**src/rtl/usb_pkg.sv**
```systemverilog
// Shared USB receive definitions: PID encodings, receiver FSM states and the
// CRC5/CRC16 bit-serial step functions with their good-packet residuals.
package usb_pkg;

  typedef enum logic [3:0] {
    PID_OUT   = 4'h1,
    PID_IN    = 4'h9,
    PID_SOF   = 4'h5,
    PID_SETUP = 4'hD,
    PID_DATA0 = 4'h3,
    PID_DATA1 = 4'hB,
    PID_ACK   = 4'h2,
    PID_NAK   = 4'hA,
    PID_STALL = 4'hE
  } pid_t;

  typedef enum logic [2:0] {
    ST_IDLE,
    ST_PID,
    ST_TOKEN,
    ST_DATA,
    ST_HS,
    ST_DROP
  } rx_state_t;

  localparam logic [4:0]  CRC5_RESIDUAL  = 5'b01100;
  localparam logic [15:0] CRC16_RESIDUAL = 16'h800D;

  function automatic logic [4:0] crc5_step(input logic [4:0] crc, input logic b);
    logic fb;
    fb = crc[4] ^ b;
    return {crc[3:0], 1'b0} ^ (fb ? 5'b00101 : 5'b00000);
  endfunction

  // Bits enter LSB-first, matching UTMI byte order on the wire.
  function automatic logic [15:0] crc16_byte(input logic [15:0] crc, input logic [7:0] d);
    logic [15:0] c;
    logic        fb;
    c = crc;
    for (int unsigned i = 0; i < 8; i++) begin
      fb = c[15] ^ d[i];
      c  = {c[14:0], 1'b0} ^ (fb ? 16'h8005 : 16'h0000);
    end
    return c;
  endfunction

endpackage

```
**src/rtl/usb_crc16.sv**
```systemverilog
// Bytewise CRC16 accumulator for DATAx packets; o_residual_ok flags a good
// residual once payload and transmitted CRC have both been absorbed.
module usb_crc16 (
  input  logic       clk,
  input  logic       rst_n,
  input  logic       i_clr,
  input  logic       i_en,
  input  logic [7:0] i_byte,
  output logic       o_residual_ok
);
  import usb_pkg::*;

  logic [15:0] r_crc;

  always_ff @(posedge clk or negedge rst_n) begin
    if (!rst_n) begin
      r_crc <= '1;
    end else if (i_clr) begin
      r_crc <= '1;
    end else if (i_en) begin
      r_crc <= crc16_byte(r_crc, i_byte);
    end
  end

  assign o_residual_ok = (r_crc == CRC16_RESIDUAL);

endmodule

```
**src/rtl/usb_pkt_rx.sv**
```systemverilog
// USB packet receiver behind the UTMI receive side: PID check, token/CRC5,
// DATAx streaming with CRC16 stripped, handshakes. Optional SOF decode: USB_RX_SOF_EN.
module usb_pkt_rx #(
  parameter int unsigned MAX_PAYLOAD = 64
) (
  input  logic        clk,
  input  logic        rst,
  input  logic [7:0]  rx_data,
  input  logic        rx_valid,
  input  logic        rx_active,
  input  logic        rx_error,
  output logic [3:0]  pid,
  output logic        tok_valid,
  output logic [6:0]  tok_addr,
  output logic [3:0]  tok_endp,
  output logic        hs_valid,
  output logic        data_valid,
  output logic [7:0]  data,
  output logic        pkt_end,
  output logic        pkt_ok,
  output logic        err_pid,
  output logic        err_crc,
  output logic        err_len,
  output logic        err_phy,
  output logic        sof_valid,
  output logic [10:0] frame_num
);
  import usb_pkg::*;

  localparam int unsigned    CW      = $clog2(MAX_PAYLOAD + 3) + 1;
  localparam logic [CW-1:0]  CNT_MAX = '1;
  localparam logic [CW-1:0]  CNT_OVF = CW'(MAX_PAYLOAD + 2);

  rx_state_t     r_state;
  logic          r_rx_active_q;
  logic [3:0]    r_pid;
  logic [CW-1:0] r_cnt;
  logic [7:0]    r_h0;
  logic [7:0]    r_h1;
  logic [4:0]    r_crc5;
  logic          r_tok_valid;
  logic [6:0]    r_tok_addr;
  logic [3:0]    r_tok_endp;
  logic          r_hs_valid;
  logic          r_data_valid;
  logic [7:0]    r_data;
  logic          r_pkt_end;
  logic          r_pkt_ok;
  logic          r_err_pid;
  logic          r_err_crc;
  logic          r_err_len;
  logic          r_err_phy;
`ifdef USB_RX_SOF_EN
  logic          r_sof_valid;
  logic [10:0]   r_frame_num;
`endif

  logic          w_acc;
  logic          w_rise;
  logic          w_fall;
  logic          w_pid_cpl;
  logic [4:0]    w_crc5_next;
  logic [CW-1:0] w_cnt_inc;
  logic          w_crc16_ok;
  logic          w_crc_clr;
  logic          w_crc_en;
  logic          w_fin_pid;
  logic          w_fin_crc;
  logic          w_fin_len;
  logic          w_fin_phy;
  logic          w_fin_ok;

  assign w_acc     = rx_valid && rx_active;
  assign w_rise    = rx_active && !r_rx_active_q;
  assign w_fall    = !rx_active && r_rx_active_q;
  assign w_pid_cpl = (rx_data[7:4] == ~rx_data[3:0]);
  assign w_cnt_inc = (r_cnt == CNT_MAX) ? r_cnt : r_cnt + 1'b1;
  assign w_crc_clr = (r_state == ST_PID) && w_acc;
  assign w_crc_en  = (r_state == ST_DATA) && w_acc && !rx_error;

  always_comb begin
    w_crc5_next = r_crc5;
    for (int unsigned i = 0; i < 8; i++) begin
      w_crc5_next = crc5_step(w_crc5_next, rx_data[i]);
    end
  end

  usb_crc16 u_crc16 (
    .clk          (clk),
    .rst_n        (rst),
    .i_clr        (w_crc_clr),
    .i_en         (w_crc_en),
    .i_byte       (rx_data),
    .o_residual_ok(w_crc16_ok)
  );

  // Final status folds the end-of-packet length/CRC checks into the sticky flags.
  always_comb begin
    w_fin_pid = r_err_pid || (r_state == ST_PID);
    w_fin_phy = r_err_phy || rx_error;
    w_fin_len = r_err_len
             || ((r_state == ST_TOKEN) && (r_cnt != CW'(2)))
             || ((r_state == ST_HS)    && (r_cnt != '0))
             || ((r_state == ST_DATA)  && (r_cnt <  CW'(2)));
    w_fin_crc = r_err_crc
             || ((r_state == ST_TOKEN) && (r_cnt == CW'(2)) && (r_crc5 != CRC5_RESIDUAL))
             || ((r_state == ST_DATA)  && (r_cnt >= CW'(2)) && !w_crc16_ok);
    w_fin_ok  = !(w_fin_pid || w_fin_phy || w_fin_len || w_fin_crc);
  end

  always_ff @(posedge clk or negedge rst) begin
    if (!rst) begin
      r_state       <= ST_IDLE;
      r_rx_active_q <= 1'b1;
      r_pid         <= '0;
      r_cnt         <= '0;
      r_h0          <= '0;
      r_h1          <= '0;
      r_crc5        <= '1;
      r_tok_valid   <= 1'b0;
      r_tok_addr    <= '0;
      r_tok_endp    <= '0;
      r_hs_valid    <= 1'b0;
      r_data_valid  <= 1'b0;
      r_data        <= '0;
      r_pkt_end     <= 1'b0;
      r_pkt_ok      <= 1'b0;
      r_err_pid     <= 1'b0;
      r_err_crc     <= 1'b0;
      r_err_len     <= 1'b0;
      r_err_phy     <= 1'b0;
`ifdef USB_RX_SOF_EN
      r_sof_valid   <= 1'b0;
      r_frame_num   <= '0;
`endif
    end else begin
      r_rx_active_q <= rx_active;
      r_tok_valid   <= 1'b0;
      r_hs_valid    <= 1'b0;
      r_data_valid  <= 1'b0;
      r_pkt_end     <= 1'b0;
`ifdef USB_RX_SOF_EN
      r_sof_valid   <= 1'b0;
`endif
      if (r_state == ST_IDLE) begin
        if (w_rise) r_state <= ST_PID;
      end else if (w_fall) begin
        r_state   <= ST_IDLE;
        r_pkt_end <= 1'b1;
        r_pkt_ok  <= w_fin_ok;
        r_err_pid <= w_fin_pid;
        r_err_crc <= w_fin_crc;
        r_err_len <= w_fin_len;
        r_err_phy <= w_fin_phy;
        if (w_fin_ok && (r_state == ST_HS)) r_hs_valid <= 1'b1;
        if (w_fin_ok && (r_state == ST_TOKEN)) begin
          if (r_pid != PID_SOF) begin
            r_tok_valid <= 1'b1;
            r_tok_addr  <= r_h1[6:0];
            r_tok_endp  <= {r_h0[2:0], r_h1[7]};
          end
`ifdef USB_RX_SOF_EN
          else begin
            r_sof_valid <= 1'b1;
            r_frame_num <= {r_h0[2:0], r_h1};
          end
`endif
        end
      end else if (rx_error) begin
        r_err_phy <= 1'b1;
        r_state   <= ST_DROP;
      end else if (w_acc) begin
        case (r_state)
          ST_PID: begin
            r_pid     <= rx_data[3:0];
            r_err_pid <= 1'b0;
            r_err_crc <= 1'b0;
            r_err_len <= 1'b0;
            r_err_phy <= 1'b0;
            r_cnt     <= '0;
            r_crc5    <= '1;
            if (!w_pid_cpl) begin
              r_err_pid <= 1'b1;
              r_state   <= ST_DROP;
            end else begin
              case (rx_data[3:0])
                PID_OUT, PID_IN, PID_SETUP, PID_SOF: r_state <= ST_TOKEN;
                PID_DATA0, PID_DATA1:                r_state <= ST_DATA;
                PID_ACK, PID_NAK, PID_STALL:         r_state <= ST_HS;
                default: begin
                  r_err_pid <= 1'b1;
                  r_state   <= ST_DROP;
                end
              endcase
            end
          end
          ST_TOKEN, ST_HS: begin
            r_h0   <= rx_data;
            r_h1   <= r_h0;
            r_cnt  <= w_cnt_inc;
            r_crc5 <= w_crc5_next;
          end
          ST_DATA: begin
            r_h0  <= rx_data;
            r_h1  <= r_h0;
            r_cnt <= w_cnt_inc;
            // Two newest bytes stay held back: they may turn out to be the CRC.
            if (r_cnt >= CW'(2)) begin
              if (r_cnt >= CNT_OVF) begin
                r_err_len <= 1'b1;
              end else begin
                r_data_valid <= 1'b1;
                r_data       <= r_h1;
              end
            end
          end
          default: ;
        endcase
      end
    end
  end

  assign pid        = r_pid;
  assign tok_valid  = r_tok_valid;
  assign tok_addr   = r_tok_addr;
  assign tok_endp   = r_tok_endp;
  assign hs_valid   = r_hs_valid;
  assign data_valid = r_data_valid;
  assign data       = r_data;
  assign pkt_end    = r_pkt_end;
  assign pkt_ok     = r_pkt_ok;
  assign err_pid    = r_err_pid;
  assign err_crc    = r_err_crc;
  assign err_len    = r_err_len;
  assign err_phy    = r_err_phy;
`ifdef USB_RX_SOF_EN
  assign sof_valid  = r_sof_valid;
  assign frame_num  = r_frame_num;
`else
  assign sof_valid  = 1'b0;
  assign frame_num  = '0;
`endif

endmodule

```
**config.mk**
```make
export PLATFORM = sky130hd
export DESIGN_NAME = usb_pkt_rx
export DESIGN_NICKNAME = d
export VERILOG_FILES = /design/src/rtl/usb_pkg.sv /design/src/rtl/usb_crc16.sv /design/src/rtl/usb_pkt_rx.sv
export SDC_FILE = /design/constraint.sdc
export NUM_CORES = 1
export LEC_CHECK = 0
export CAP_MARGIN = 30
export CORE_MARGIN = 5
export CORE_UTILIZATION = 50
export CTS_BUF_LIST = sky130_fd_sc_hd__clkbuf_16
export CTS_CLUSTER_DIAMETER = 150
export DETAILED_ROUTE_END_ITERATION = 16
export PLACE_DENSITY = 0.74
export SLEW_MARGIN = 20
export SYNTH_ARGS = -nofsm -noshare
export SYNTH_HDL_FRONTEND = slang
export SYNTH_HIERARCHICAL = 1
export SYNTH_SLANG_ARGS = --single-unit
```
**constraint.sdc**
```tcl
create_clock -name clk -period 3.7 [get_ports clk]
set_clock_uncertainty 0.05 [all_clocks]
set_input_delay 0.37 -clock clk [delete_from_list [all_inputs] [get_ports clk]]
set_output_delay 0.37 -clock clk [all_outputs]
set_load 0.1 [all_outputs]
```
== Word-level counts from Yosys, hierarchy flattened ==
Index checks and enable logic that the tools add are counted.
Storage, ports and cells
  flip-flop bits (word level): 81
  input bits: 13
  memories kept: 0
  bits in writable memories: 0
  word-level logic and storage cells: 208
  memory bits (read-only): 0
  output and inout port bits: 44
  latch bits: 0
Cells by class
  shifts and indexed selects: 0
  bitwise operators: 37
  reductions and logical operators: 59
  order comparisons: 3
  divide/modulo/power cells: 0
  $mul: 0
  mux-type cells: 63
  $add $sub $neg: 1
  equal/unequal tests: 25
Operator list (count)
  two-way mux 16 bit: 10
  bitwise XOR 16 bit: 8
  two-way mux 3 bit: 15
  bitwise XOR 5 x 3 -> 5 bit: 8
  two-way mux 1 bit: 33
  == test 4 bit, second input constant: 5
  == test 16 bit, second input constant: 1
  one-hot mux 8 bit (2 select lines): 1
  bitwise XOR 1 bit: 16
  logical AND 1 bit: 15
  AND reduction 5 bit: 3
  AND reduction 6 bit: 2
  logical OR 1 bit: 10
  one-hot mux 5 bit (2 select lines): 1
  nonzero test 2 bit: 5
  one-hot mux 3 bit (3 select lines): 1
  nonzero test 3 bit: 3
  OR reduction 9 bit: 1
  adder 8 x 1 -> 8 bit, second input constant: 1
  == test 4 x 2 -> 1 bit, second input constant: 2
  == test 8 x 2 -> 1 bit, second input constant: 1
  == test 8 bit, second input constant: 1
  >= comparator 8 x 2 -> 1 bit, second input constant: 1
  >= comparator 8 x 7 -> 1 bit, second input constant: 1
  other kinds (28): 43

== Longest topological paths before layout ==
  depth after elaboration: 26
  depth in mapped cells: 8
  depth with buffers taken out: 7

== Hierarchy ==
Netlist, hierarchy kept.
Modules (own cells, without submodules)
  usb_pkt_rx: instances 1, cells each 296, seq. area each 1634.1 um^2, area an instance 3315.7 um^2
  usb_crc16: instances 1, cells each 91, seq. area each 420.4 um^2, area an instance 939.7 um^2

== Worst setup path before layout ==
No wires, ideal clock.
  kind: register to register
  start point: reg r_pid[2], in the netlist pid[2]
  end point: reg r_tok_addr[0], in the netlist tok_addr[0]
  buffers on the path: 1
  path slack: 1255 ps
  setup time: 126 ps
  arrival time: 2269 ps
  data required time: 3524 ps
  clock period less this slack: 2445 ps
  cell stages (with the launch flop): 7
  path through: dfrtp_1 or4bb_1 nand2_1 a211o_1 and4bb_4 buf_12 mux2_4
On the way
  word-level cells in the longest chain between the ends: 2
Ends and longest elaborated chain
  from (decl): line usb_pkt_rx.sv:36  | logic [3:0] r_pid;
  from (signal assigned): line usb_pkt_rx.sv:175  | r_pid <= rx_data[3:0];
  inequality test 4 x 3 -> 1 bit: line usb_pkt_rx.sv:157  | if (r_pid != PID_SOF) begin
  AND reduction 4 bit (no source line)
  to (signal assigned): line usb_pkt_rx.sv:159  | r_tok_addr <= r_h1[6:0];
  to (decl): line usb_pkt_rx.sv:42  | logic [6:0] r_tok_addr;
Every way passes these cells.
A chain may end at the register's enable or synchronous reset.

== Final worst setup path ==
  start point: reg r_cnt[2]
  end point: reg r_data[1], in the netlist data[1]
On the way
  word-level cells in the longest chain between the ends: 3
  elaborated cells on any way between the ends: 4
  classes of those cells: order compare (2); bitwise (1); reduce/logical (1)
Ends and longest elaborated chain
  from (decl): line usb_pkt_rx.sv:37  | logic [CW-1:0] r_cnt;
  from (signal assigned): line usb_pkt_rx.sv:200  | r_cnt <= w_cnt_inc;
  from (signal assigned): line usb_pkt_rx.sv:206  | r_cnt <= w_cnt_inc;
  >= comparator 8 x 7 -> 1 bit: line usb_pkt_rx.sv:209  | if (r_cnt >= CNT_OVF) begin
  NOT 1 bit (no source line)
  AND reduction 7 bit (no source line) (*)
  to (signal assigned): line usb_pkt_rx.sv:213  | r_data <= r_h1;
  to (decl): line usb_pkt_rx.sv:46  | logic [7:0] r_data;
Every way passes the cells marked *; elsewhere a longest branch is shown, timed or not.

==> run metrics <==
CP required=roughly 3.9 ns; hold slack=0.4286 ns; Max Fclk=~0.38 GHz; YS warnings=6; layout filler cell count=688; routability-driven placement congestion ratio=0.9184; Synth cell types=59; top-count cell post-synth=dfrtp_1; post-cts resize count=0; Leak=2.137 nW; GRT overflow=0; placed cell areas=around 4700 µm²; Synth area leader=dfrtp_1; post-DP HPWL=approximately 6.5 mm; clk slew on worst S/H paths=0.06 ns; CTS tree=built; slack of the critical path=1.079 ns; ys async rst share=100.0%; Post-Synth Simple-Gate Area=16.14%; fin util=60.94%; XOR/XNOR share of the synthesized area=10.20%; clock network fraction of total power=34.3%; Net Sw Frac=32.68%; flops & latches, synth=81; dpl ws=1.106 ns; clock buffer depth=2; Comb pwr share=24.5%; cells on worst reg2reg path=4; core area=8258 µm²; Layout area overhead=18.26%; Core Rows=33; Post-Synth Adder-Cell Area=less than 1%; Pint=1.717 mW; initial antenna violation count=0; Num CTS Buffers=9; switching power summed over all nets=0.8338 mW; overall routing resource usage=18.72%; Worst-Margin Slew=0.9836 ns; register area share after synthesis=between 40% and 50%; Inst Count DP=524; post-synthesis mux area share=9.879%; count of final hold-check violations=0; largest net degree at the start of global routing=just under 60; Final Cell Area=5032 µm²; min cycle time layout=2.621 ns; complex-gate fraction of the synthesized area=9.027%; TritonCTS Sinks=81; Max-slew headroom=34.22%; vias in the first global route=3072; share of cells above drive strength 1=a little over a fifth; antenna cells=0; dominant synthesized flop cell=dfrtp_1; DIE WIDTH=102.3 µm; Max H-tree Level=3; Mapped Cells=roughly 390; drt initial violations=154; most frequent cells after synthesis=dfrtp_1 (59), xnor2_1 (33), nor2_1 (32), nand2_1 (29), mux2_2 (24); DR DRC count=0; post-synth top area share=between 30% and 40%; setup bufs post-CTS=0; Max rail drop VDD=0.0002475 V; drt total wl=8.959 mm; largest family of logic cells by synthesized area=simple AND/OR/NAND/NOR gates; WS Path Type=reg -> reg; IO Pins=57; Final period util=approximately 71%; routed vias/inst=5.470; EDFF count, synth=0; average cell area after synthesis=11.00 µm²; final antenna-violating net count=0; met2 usage=30.83%; final setup vio count=0; worst min path class=in -> async; synthesized area=4255 µm²; DR WL/cell=about 17 µm; First-pass DRT Iterations=4; Final Power=2.551 mW; Max Cap Viol=0; Nets=about 450; busiest grt layer=met2; Finished Layout Cells=around 540; area of the die=~10000 µm²; total negative setup slack=0 ns; Starting Density=between 50% and 60%; crit path capture type=register; DR vias=2959; Flop pwr share=approximately two fifths; GR Util met3=4.232%; first-pass GRT wire length=15.46 mm; RSZ-0062 raised after global routing=no; CTS Hold Bufs=1; crit start category=register; Die H=between 100 and 150 µm; met1 Use GR=between 20% and 30%; top cells by area, synth=dfrtp_1 (35%), dfstp_2 (14%), xnor2_1 (6.8%), mux2_2 (6.4%), mux2_4 (3.5%); pwr/cell area=507.0 nW/µm²; crit path max fanout=9; status=finished clean; crit path DAT=2.78 ns; worst-skew pair later-pin latency=0.33 ns; IO buf count=44; CTS Root Cell=clkbuf_16; Slew Viols, Final=0
[path summary, 6_finish.rpt]
check / slack (ns) / from / to
setup / recovery: 1.08 / r_cnt[2]$_DFFE_PN0P_ / data[1]$_DFFE_PN0P_
hold / removal: 0.43 / rst / r_cnt[3]$_DFFE_PN0P_
setup reg to reg: 1.08 / r_cnt[2]$_DFFE_PN0P_ / data[1]$_DFFE_PN0P_
hold reg to reg: 0.43 / pkt_ok$_DFFE_PN0P_ / pkt_ok$_DFFE_PN0P_
max in group asynchronous: 2.53 / rst / u_crc16/r_crc[1]$_DFFE_PN1P_
min in group clk: 0.43 / pkt_ok$_DFFE_PN0P_ / pkt_ok$_DFFE_PN0P_
[cells in the final DEF (no fill, tap or decap), drive strengths merged, types with 2 or more instances in the layout]
cell,n
dfrtp,59
clkdlybuf4s50,43
xnor2,34
mux2,34
nor2,32
nand2,29
a21oi,22
dfstp,22
inv,14
xor2,12
conb,12
o21ai,10
clkbuf,9
nor3,9
a211o,7
or2,7
nor2b,6
nand3,6
nor4,6
buf,6
nand2b,4
a31oi,4
nor4b,4
and3,3
ha,3
or3b,2
and3b,2
and2,2
nor3b,2
nand4b,2
o22a,2
clkinvlp,2
or4,2
[cell type report]
type                            instances  area [µm²]  share of cell area (%)
Sequential cell                        81        2054                   40.83
Tap cell                              105       131.4                   2.611
Inverter                               10       37.54                  0.7459
Clock buffer                            9       225.2                   4.475
Clock inverter                          7       70.07                   1.392
Timing Repair Buffer                   50       505.5                   10.04
Multi-Input combinational cell        279        2008                   39.91
[flip-flops by register name, indices dropped and copies added (netlist names), 3 cells and up]
| signal | count |
|---|---|
| tok_endp | 4 |
| tok_addr | 7 |
| data | 8 |
| r_h0 | 8 |
| r_state | 3 |
| r_crc5 | 5 |
| u_crc16/r_crc | 16 |
| r_cnt | 8 |
| pid | 4 |
| r_h1 | 8 |
[cell families after synthesis]
family | Yosys count
other | 1
xor gates and xnor gates | 47
DFF | 81
adders and majority gates | 3
buffers and inverters | 38
muxes | 34
and+or+nand+nor | 125
AOI/OAI and AO/OA | 58
[worst max-delay path: stages (launching register included)]
cell and delay [ns]:
dfrtp_1 0.43, nor4_1 0.58, nand2_1 0.21, o311ai_2 0.81, mux2_2 0.42
[power by group through the flow]
stage / registers [mW] / clock network [mW] / logic (mW)
after floorplan: 1.18 / 0 / 0.367
after global placement: 1.06 / 0 / 0.613
after detailed placement: 1.07 / 0 / 0.623
after CTS: 1.05 / 0.893 / 0.629
after global routing: 1.07 / 0.936 / 0.673
final: 1.05 / 0.874 / 0.626
[layer usage]
metal	part of all wire [%]	wire length, µm	vias up
li1	-	-	1408
met1	46	4154	1485
met2	49	4352	56
met3	3.6	327	10
met4	1.4	124	0
met5	0	0	-
(Power assumes the default switching activity.)
